===== src/rtl/debounce_timer_arbiter.sv =====
// Shares one settle-window counter among NCH debouncer channels. Requesters are
// served round-robin, and timer_done_o pulses once when a full window completes.
module debounce_timer_arbiter #(
  parameter int NCH   = 5,
  parameter int TICKS = 2_000_000,
  parameter int CW    = $clog2(TICKS)
) (
  input  logic           clk,
  input  logic           reset,
  input  logic [NCH-1:0] timer_reset_i,
  output logic [NCH-1:0] timer_done_o,
  output logic [NCH-1:0] grant_o,
  output logic           busy_o
);

  localparam int IW = (NCH > 1) ? $clog2(NCH) : 1;

  typedef enum logic [1:0] {
    S_IDLE = 2'd0,
    S_RUN  = 2'd1,
    S_DONE = 2'd2
  } state_t;

  state_t         state_q;
  logic [CW-1:0]  cnt_q;
  logic [IW-1:0]  ptr_q;
  logic [IW-1:0]  win_q;
  logic [NCH-1:0] grant_q;
  logic [NCH-1:0] done_q;
  logic           busy_q;

  logic [NCH-1:0] req;
  logic           found_d;
  logic [IW-1:0]  pick_d;
  logic [IW-1:0]  ptr_d;
  logic           win_req;
  logic           last_tick;

  assign req       = ~timer_reset_i;
  assign win_req   = req[win_q];
  assign last_tick = (cnt_q == CW'(TICKS - 1));

  // Scan from ptr upward with wrap; walking the offsets downward lets the
  // lowest offset (closest to ptr) overwrite any farther candidate.
  always_comb begin
    found_d = 1'b0;
    pick_d  = ptr_q;
    for (int k = NCH - 1; k >= 0; k--) begin
      int idx;
      idx = int'(ptr_q) + k;
      if (idx >= NCH) idx = idx - NCH;
      if (req[idx]) begin
        found_d = 1'b1;
        pick_d  = IW'(idx);
      end
    end
  end

  assign ptr_d = (win_q == IW'(NCH - 1)) ? '0 : win_q + 1'b1;

  always_ff @(posedge clk) begin
    if (reset) begin
      state_q <= S_IDLE;
      cnt_q   <= '0;
      ptr_q   <= '0;
      win_q   <= '0;
      grant_q <= '0;
      done_q  <= '0;
      busy_q  <= 1'b0;
    end else begin
      done_q <= '0;
      case (state_q)
        S_IDLE: begin
          cnt_q <= '0;
          if (found_d) begin
            state_q <= S_RUN;
            win_q   <= pick_d;
            grant_q <= NCH'(1) << pick_d;
            busy_q  <= 1'b1;
          end else begin
            grant_q <= '0;
            busy_q  <= 1'b0;
          end
        end
        S_RUN: begin
          // A withdrawal outranks window completion on the same edge.
          if (!win_req) begin
            state_q <= S_IDLE;
            cnt_q   <= '0;
            ptr_q   <= ptr_d;
            grant_q <= '0;
            busy_q  <= 1'b0;
          end else if (last_tick) begin
            state_q <= S_DONE;
            done_q  <= grant_q;
          end else begin
            cnt_q <= cnt_q + 1'b1;
          end
        end
        S_DONE: begin
          state_q <= S_IDLE;
          cnt_q   <= '0;
          ptr_q   <= ptr_d;
          grant_q <= '0;
          busy_q  <= 1'b0;
        end
        default: begin
          state_q <= S_IDLE;
          cnt_q   <= '0;
          grant_q <= '0;
          busy_q  <= 1'b0;
        end
      endcase
    end
  end

  assign timer_done_o = done_q;
  assign grant_o      = grant_q;
  assign busy_o       = busy_q;

endmodule


===== config.mk =====
export PLATFORM = sky130hd
export DESIGN_NAME = debounce_timer_arbiter
export DESIGN_NICKNAME = d
export VERILOG_FILES = /design/src/rtl/debounce_timer_arbiter.sv
export SDC_FILE = /design/constraint.sdc
export NUM_CORES = 1
export LEC_CHECK = 0
export CAP_MARGIN = 10
export CORE_MARGIN = 2
export CORE_UTILIZATION = 44
export DETAILED_ROUTE_END_ITERATION = 8
export GPL_ROUTABILITY_DRIVEN = 1
export PLACE_DENSITY = 0.73
export SYNTH_ARGS = -nofsm -noshare
export SYNTH_HDL_FRONTEND = slang
export SYNTH_SLANG_ARGS = --single-unit

===== constraint.sdc =====
create_clock -name clk -period 6.2 [get_ports clk]
set_input_delay 1.24 -clock clk [delete_from_list [all_inputs] [get_ports clk]]
set_output_delay 1.24 -clock clk [all_outputs]
set_load 0.01 [all_outputs]

==> After elaboration in Yosys (flattened, before gate mapping) <==
Index checks and enable logic that the tools add are counted.
{ "word_totals": {"regBits": 40, "out_inout_bits": 11, "word_cells": 93} }
{ "op_classes": {"eq_ne": 7, "n_addsub": 11, "bitwise": 4, "mux": 45, "shift": 1, "order_cmp": 11, "reduce_logical": 7} }
{ "op_table": {"columns": ["operator", "count"], "rows": [
  ["less-than comparator 32 x 5 -> 1 bit, second input constant", 5],
  ["two-way mux 32 bit", 5],
  ["adder 21 x 1 -> 21 bit, second input constant", 1],
  ["== test 21 bit, second input constant", 1],
  ["two-way mux 3 bit", 7],
  ["subtractor 4 x 3 -> 5 bit, second input constant", 4],
  ["binary-select mux 1 bit (select 3 bit)", 6],
  ["two-way mux 1 bit", 18],
  [">= comparator 4 x 3 -> 1 bit, second input constant", 4],
  ["two-way mux 5 bit", 2],
  ["one-hot mux 5 bit (2 select lines)", 1],
  ["adder 3 x 2 -> 4 bit, second input constant", 2],
  ["two-way mux 2 bit", 3],
  ["one-hot mux 3 bit (2 select lines)", 1],
  ["AND reduction 2 bit", 3],
  ["NOT 5 bit", 1],
  ["<< shifter 1 x 3 -> 5 bit, first input constant", 1],
  ["adder 3 x 1 -> 4 bit, second input constant", 1],
  ["adder 3 x 3 -> 4 bit, second input constant", 1],
  ["less-than comparator 3 x 4 -> 1 bit, second input constant", 1],
  ["inequality test 2 bit, second input constant", 2],
  ["one-hot mux 2 bit (2 select lines)", 1],
  ["OR reduction 4 bit", 1],
  ["subtractor 3 x 3 -> 4 bit, second input constant", 1],
  ["other kinds (11)", 13]
]} }

==> Depth between registers and ports, before layout <==
{ "logic_depth": {"ltp_word": 14, "depth_mapped": 15, "mapped_depth_nobuf": 12} }

==> Worst setup path after synthesis <==
Ideal clock, no wire load.
{ "synth_path": {"path_type": "input to register", "start": "input port timer_reset_i[1]", "end": "register grant_q[1], in the netlist grant_o[1]", "t_required_ps": 6112, "arrival_time_ps": 3302, "cell_stages": 9, "setup_ps": 88, "slack_ps": 2810, "path_cell_list": "clkbuf_1 -> mux4_2 -> a221o_1 -> o31ai_2 -> nor2_2 -> and3_1 -> a311o_1 -> or3_1 -> o32ai_2"} }
{ "synth_between": {"elab_chain_len": 12, "elab_cells_between_ends": 32, "cone_classes": "eq/ne (1); shift (1); mux (29); bitwise (1)"} }
{ "synth_lines": {"columns": ["element", "line", "source"], "rows": [
  ["start: declaration", "10", "input logic [NCH-1:0] timer_reset_i,"],
  ["NOT 5 bit *", "39", "assign req = ~timer_reset_i;"],
  ["binary-select mux 1 bit (select 3 bit)", "52", "if (req[idx]) begin"],
  ["two-way mux 1 bit (implied by the code) (2 in a row)", "52", null],
  ["two-way mux 3 bit (5 in a row)", "52", null],
  ["<< shifter 1 x 3 -> 5 bit", "78", "grant_q <= NCH'(1) << pick_d;"],
  ["two-way mux 5 bit", "75", "if (found_d) begin"],
  ["one-hot mux 5 bit (2 select lines)", "72", "case (state_q)"],
  ["end signal: assignment", "78", null],
  ["end: declaration", "28", "logic [NCH-1:0] grant_q;"]
]} }
Mark *: on every way between the ends. The rest lies on a longest branch, timed or not. The select of a mux whose other input is x is not followed.
A chain may end at the register's enable or synchronous reset.

==> Worst setup path in the final report <==
{ "layout_path": {"start": "register ptr_q[1]", "end": "register grant_q[1], in the netlist grant_o[1]"} }
{ "layout_between": {"elab_chain_len": 14, "elab_cells_between_ends": 47, "cone_classes": "add/sub (9); order compare (5); shift (1); mux (32)"} }
{ "layout_lines": {"columns": ["element", "line", "source"], "rows": [
  ["start: declaration", "26", "logic [IW-1:0] ptr_q;"],
  ["start signal: assignment", "90", "ptr_q <= ptr_d;"],
  ["start signal: assignment", "103", "ptr_q <= ptr_d;"],
  ["adder 3 x 3 -> 4 bit", "50", "idx = int'(ptr_q) + k;"],
  ["subtractor 4 x 3 -> 5 bit / >= comparator 4 x 3 -> 1 bit (equally long branches)", "51", "if (idx >= NCH) idx = idx - NCH;"],
  ["two-way mux 32 bit", "51", null],
  ["binary-select mux 1 bit (select 3 bit)", "52", null],
  ["two-way mux 1 bit (implied by the code) (2 in a row)", "52", null],
  ["two-way mux 3 bit (5 in a row)", "52", null],
  ["<< shifter 1 x 3 -> 5 bit", "78", null],
  ["two-way mux 5 bit *", "75", null],
  ["one-hot mux 5 bit (2 select lines) *", "72", null]
]} }
Marked as above.

==> results.cfg <==
[status]
status = finished, violations left
violations = design-rule violations

[logic_synthesis]
synth_edf_count = 0
yosysSeqAreaShare_pct = 27.2
synth_area_leaders = dfxtp_1 (27%), ha_1 (6.4%), nor2_1 (5.1%), mux2i_1 (4.8%), xor2_1 (3.9%)
synthesis.instances = 356
synth.cell_area_um2 = 2940
synth_area_per_cell_um2 = 8.26
synth_flop_cell = dfxtp_1
yosys.area.top_type = dfxtp_1
ys_types = 72
syn_nets = 378
yosys.area.top_type_share_pct = 27.2
yosysWarnings = 0
ys_ff_latch = 40
synthArstFlopShare_pct = 0

[power_and_ir_drop]
power_w = 0.00130
switching_share_pct = 44.5
p_switching_w = 0.000578
vdd_drop_max_v = 0.000130
p_comb_share_pct = 58.8
p_int_w = 0.000721
p_clk_share_pct = 16.0
seqPwrFrac_pct = 25.2
powerDensity_nw_per_um2 = 406
p_leak_nw = 1.21

[layout]
num-fill-cells = 588
drive_gt1_share_pct = 7.78
fin_util_pct = 49.8
nNetsFinal = 381
antenna_cells = 0
area_growth_pct = 8.72

[floorplan]
initial_core_util_pct = 45.8
coreArea_um2 = 6420
ioPinCount = 18
die_h_um = 85.8
die_x_um = 85.8
rows = 29
dieArea_um2 = 7360

[grt]
grt.overflow.total = 0
first_global_vias = 2454
track_usage_pct = 19.4
grt_pass1_wl_um = 11600
antenna_found_initial = 0
grt_start_max_net_pins = 32

[placed_design]
pre_cts_ws_ns = 1.98
gp_congestion = 1.09
numPortBuffers = 17
dp_hpwl_um = 4830

[detailed_routing]
firstDrtPassIters = 7
ant_nets = 0
wirelength_um = 6690
drtIter0Drc = 190
detail_route.wl_per_cell_um = 15.3
vias = 2634
viasPerCell = 6.03
drc = 1

[timing]
final_max_slew_viol_count = 0
tightest_slew_ns = 0.892
rsz0062_at_grt = false
period_minus_slack_ns = 4.19
setup_viol = 0
fin_hold_ws_ns = 0.478
setup_tns_ns = 0
fmax_mhz = 239
relSlewSlack_pct = 40.5
hold_violations = 0
skew_ns = 0.00598
fin_ws_ns = 2.01
finalCritPeriodShare_pct = 67.6

[worst_setup_path]
endpoint_kind = flip-flop
cp_common_cell = inv_1
cp_cell_sequence = inv_1 > ha_1 > inv_1 > a211o_1 > a211oi_1 > nor4b_1 > and3_1 > a311o_1 > or3_1 > o32ai_2
critPathKind = flip-flop to flip-flop
slowest_delay_ns = 0.76
start_kind = flip-flop
crit_fanout = 17
cp_data_required_time_ns = 6.41
worstPathArrival_ns = 4.40
critPathSlowestCell = ha_1

[clock_network]
cts_tree = done
insertion_delay_ns = 0.30
hold_buffers = 0
htree_levels = 2
cts.clk_slew.worst_paths_ns = 0.07
postCtsResizedCells = 0
clockBufferDepth = 2
cts_root_buf = clkbuf_8
postCtsSetupRepairBufs = 0
cts_sinks = 40
numCtsBuffers = 5

[min_path]
min_path_type = flip-flop to flip-flop

[flow_run]
drv_cap = 0
-- power by group through the flow --
| stage | combinational, W | sequential [W] | clock, W |
|---|---|---|---|
| after floorplan | 0.000614 | 0.000321 | 0 |
| after global placement | 0.000747 | 0.000330 | 0 |
| after detailed placement | 0.000747 | 0.000332 | 0 |
| after CTS | 0.000751 | 0.000326 | 0.000215 |
| after global routing | 0.000844 | 0.000331 | 0.000227 |
| final | 0.000764 | 0.000327 | 0.000208 |
-- cells in the final DEF, fill, tap and decap left out, types with 3 or more instances in the layout --
cell type and count:
o211ai_1 3, a211oi_1 8, nor3_1 10, nand2_1 23, xnor2_1 6, nand2b_1 9, o31ai_1 3, inv_1 13
mux2i_1 14, nand4_1 11, a21o_1 3, a21oi_1 19, nand3_1 10, nor2b_1 7, xor2_1 13, nor4_1 3
and3_1 7, nor2_1 40, clkdlybuf4s50_1 17, a31oi_1 3, or2_2 3, ha_1 15, o21ai_0 9, mux4_2 3
a22oi_1 3, or3_1 5, dfxtp_1 40, clkbuf_8 5
-- metal layers --
metal / global-route usage, % / share of wire, % / up-vias
li1: - / - / 1314
met1: 27.1 / 48 / 1214
met2: 30.0 / 44 / 88
met3: 3.75 / 5.3 / 18
met4: 6.78 / 2.9 / 0
met5: 0 / 0 / -
-- path summary, 6_finish.rpt --
| path | start | end | slack (ns) | depth (start not counted) |
|---|---|---|---|---|
| min reg2reg | grant_o[4] | grant_o[4] | 0.48 | 2 |
| max reg2reg | ptr_q[1] | grant_o[1] | 2.01 | 10 |
| max | ptr_q[1] | grant_o[1] | 2.01 | 10 |
| min | grant_o[4] | grant_o[4] | 0.48 | 2 |
-- cell families (layout without fill, tap and decap cells) --
family / count (synthesis) / count (layout) / share of synthesized area, %
muxes: 18 / 18 / 7.44
DFF: 40 / 40 / 27.2
buffers and inverters: 36 / 40 / 6.04
xor gates and xnor gates: 19 / 19 / 5.66
adders and majority gates: 15 / 15 / 6.38
and+or+nand+nor: 144 / 144 / 25.9
AOI/OAI and AO/OA: 84 / 84 / 21.3
-- through the flow --
| step | area [um^2] | cells |
|---|---|---|
| 2_1_floorplan | 2940 | 356 |
| 3_3_place_gp | 3090 | 429 |
| 3_5_place_dp | 3090 | 429 |
| 4_1_cts | 3200 | 437 |
| 5_1_grt | 3200 | 437 |
| 6_report | 3200 | 437 |
-- cells in the mapped netlist, types with 9 or more instances --
master    count
inv_1        13
dfxtp_1      40
nor3_1       10
nand2b_1      9
nand2_1      23
a21oi_1      19
xor2_1       13
nor2_1       40
mux2i_1      14
nand3_1      10
buf_2         9
o21ai_0       9
nand4_1      11
ha_1         15
-- layout make-up --
| type | instances | area (um^2) | share of cell area [%] |
|---|---|---|---|
| clock inverter | 2 | 35.0 | 1.10 |
| timing repair buffer | 18 | 178 | 5.56 |
| multi-input combinational | 280 | 1960 | 61.4 |
| inverter | 14 | 52.6 | 1.64 |
| sequential | 40 | 801 | 25.0 |
| clock buffer | 6 | 72.6 | 2.27 |
| tap | 77 | 96.3 | 3.01 |
-- registers in the layout, indices dropped and copies added (netlist names) --
name,cells
timer_done_o,5
win_q,3
ptr_q,3
grant_o,5
cnt_q,21
state_q,2
busy_o,1
-- worst max-delay path, delay by kind of cell, from the launching register on --
family          cells  cell delay, ns
flops               1            0.63
simple gates        3            0.72
compound gates      4            1.36
fa+ha+maj           1            0.76
buf+inv             2            0.61
Power figures use the tool's default switching activity.
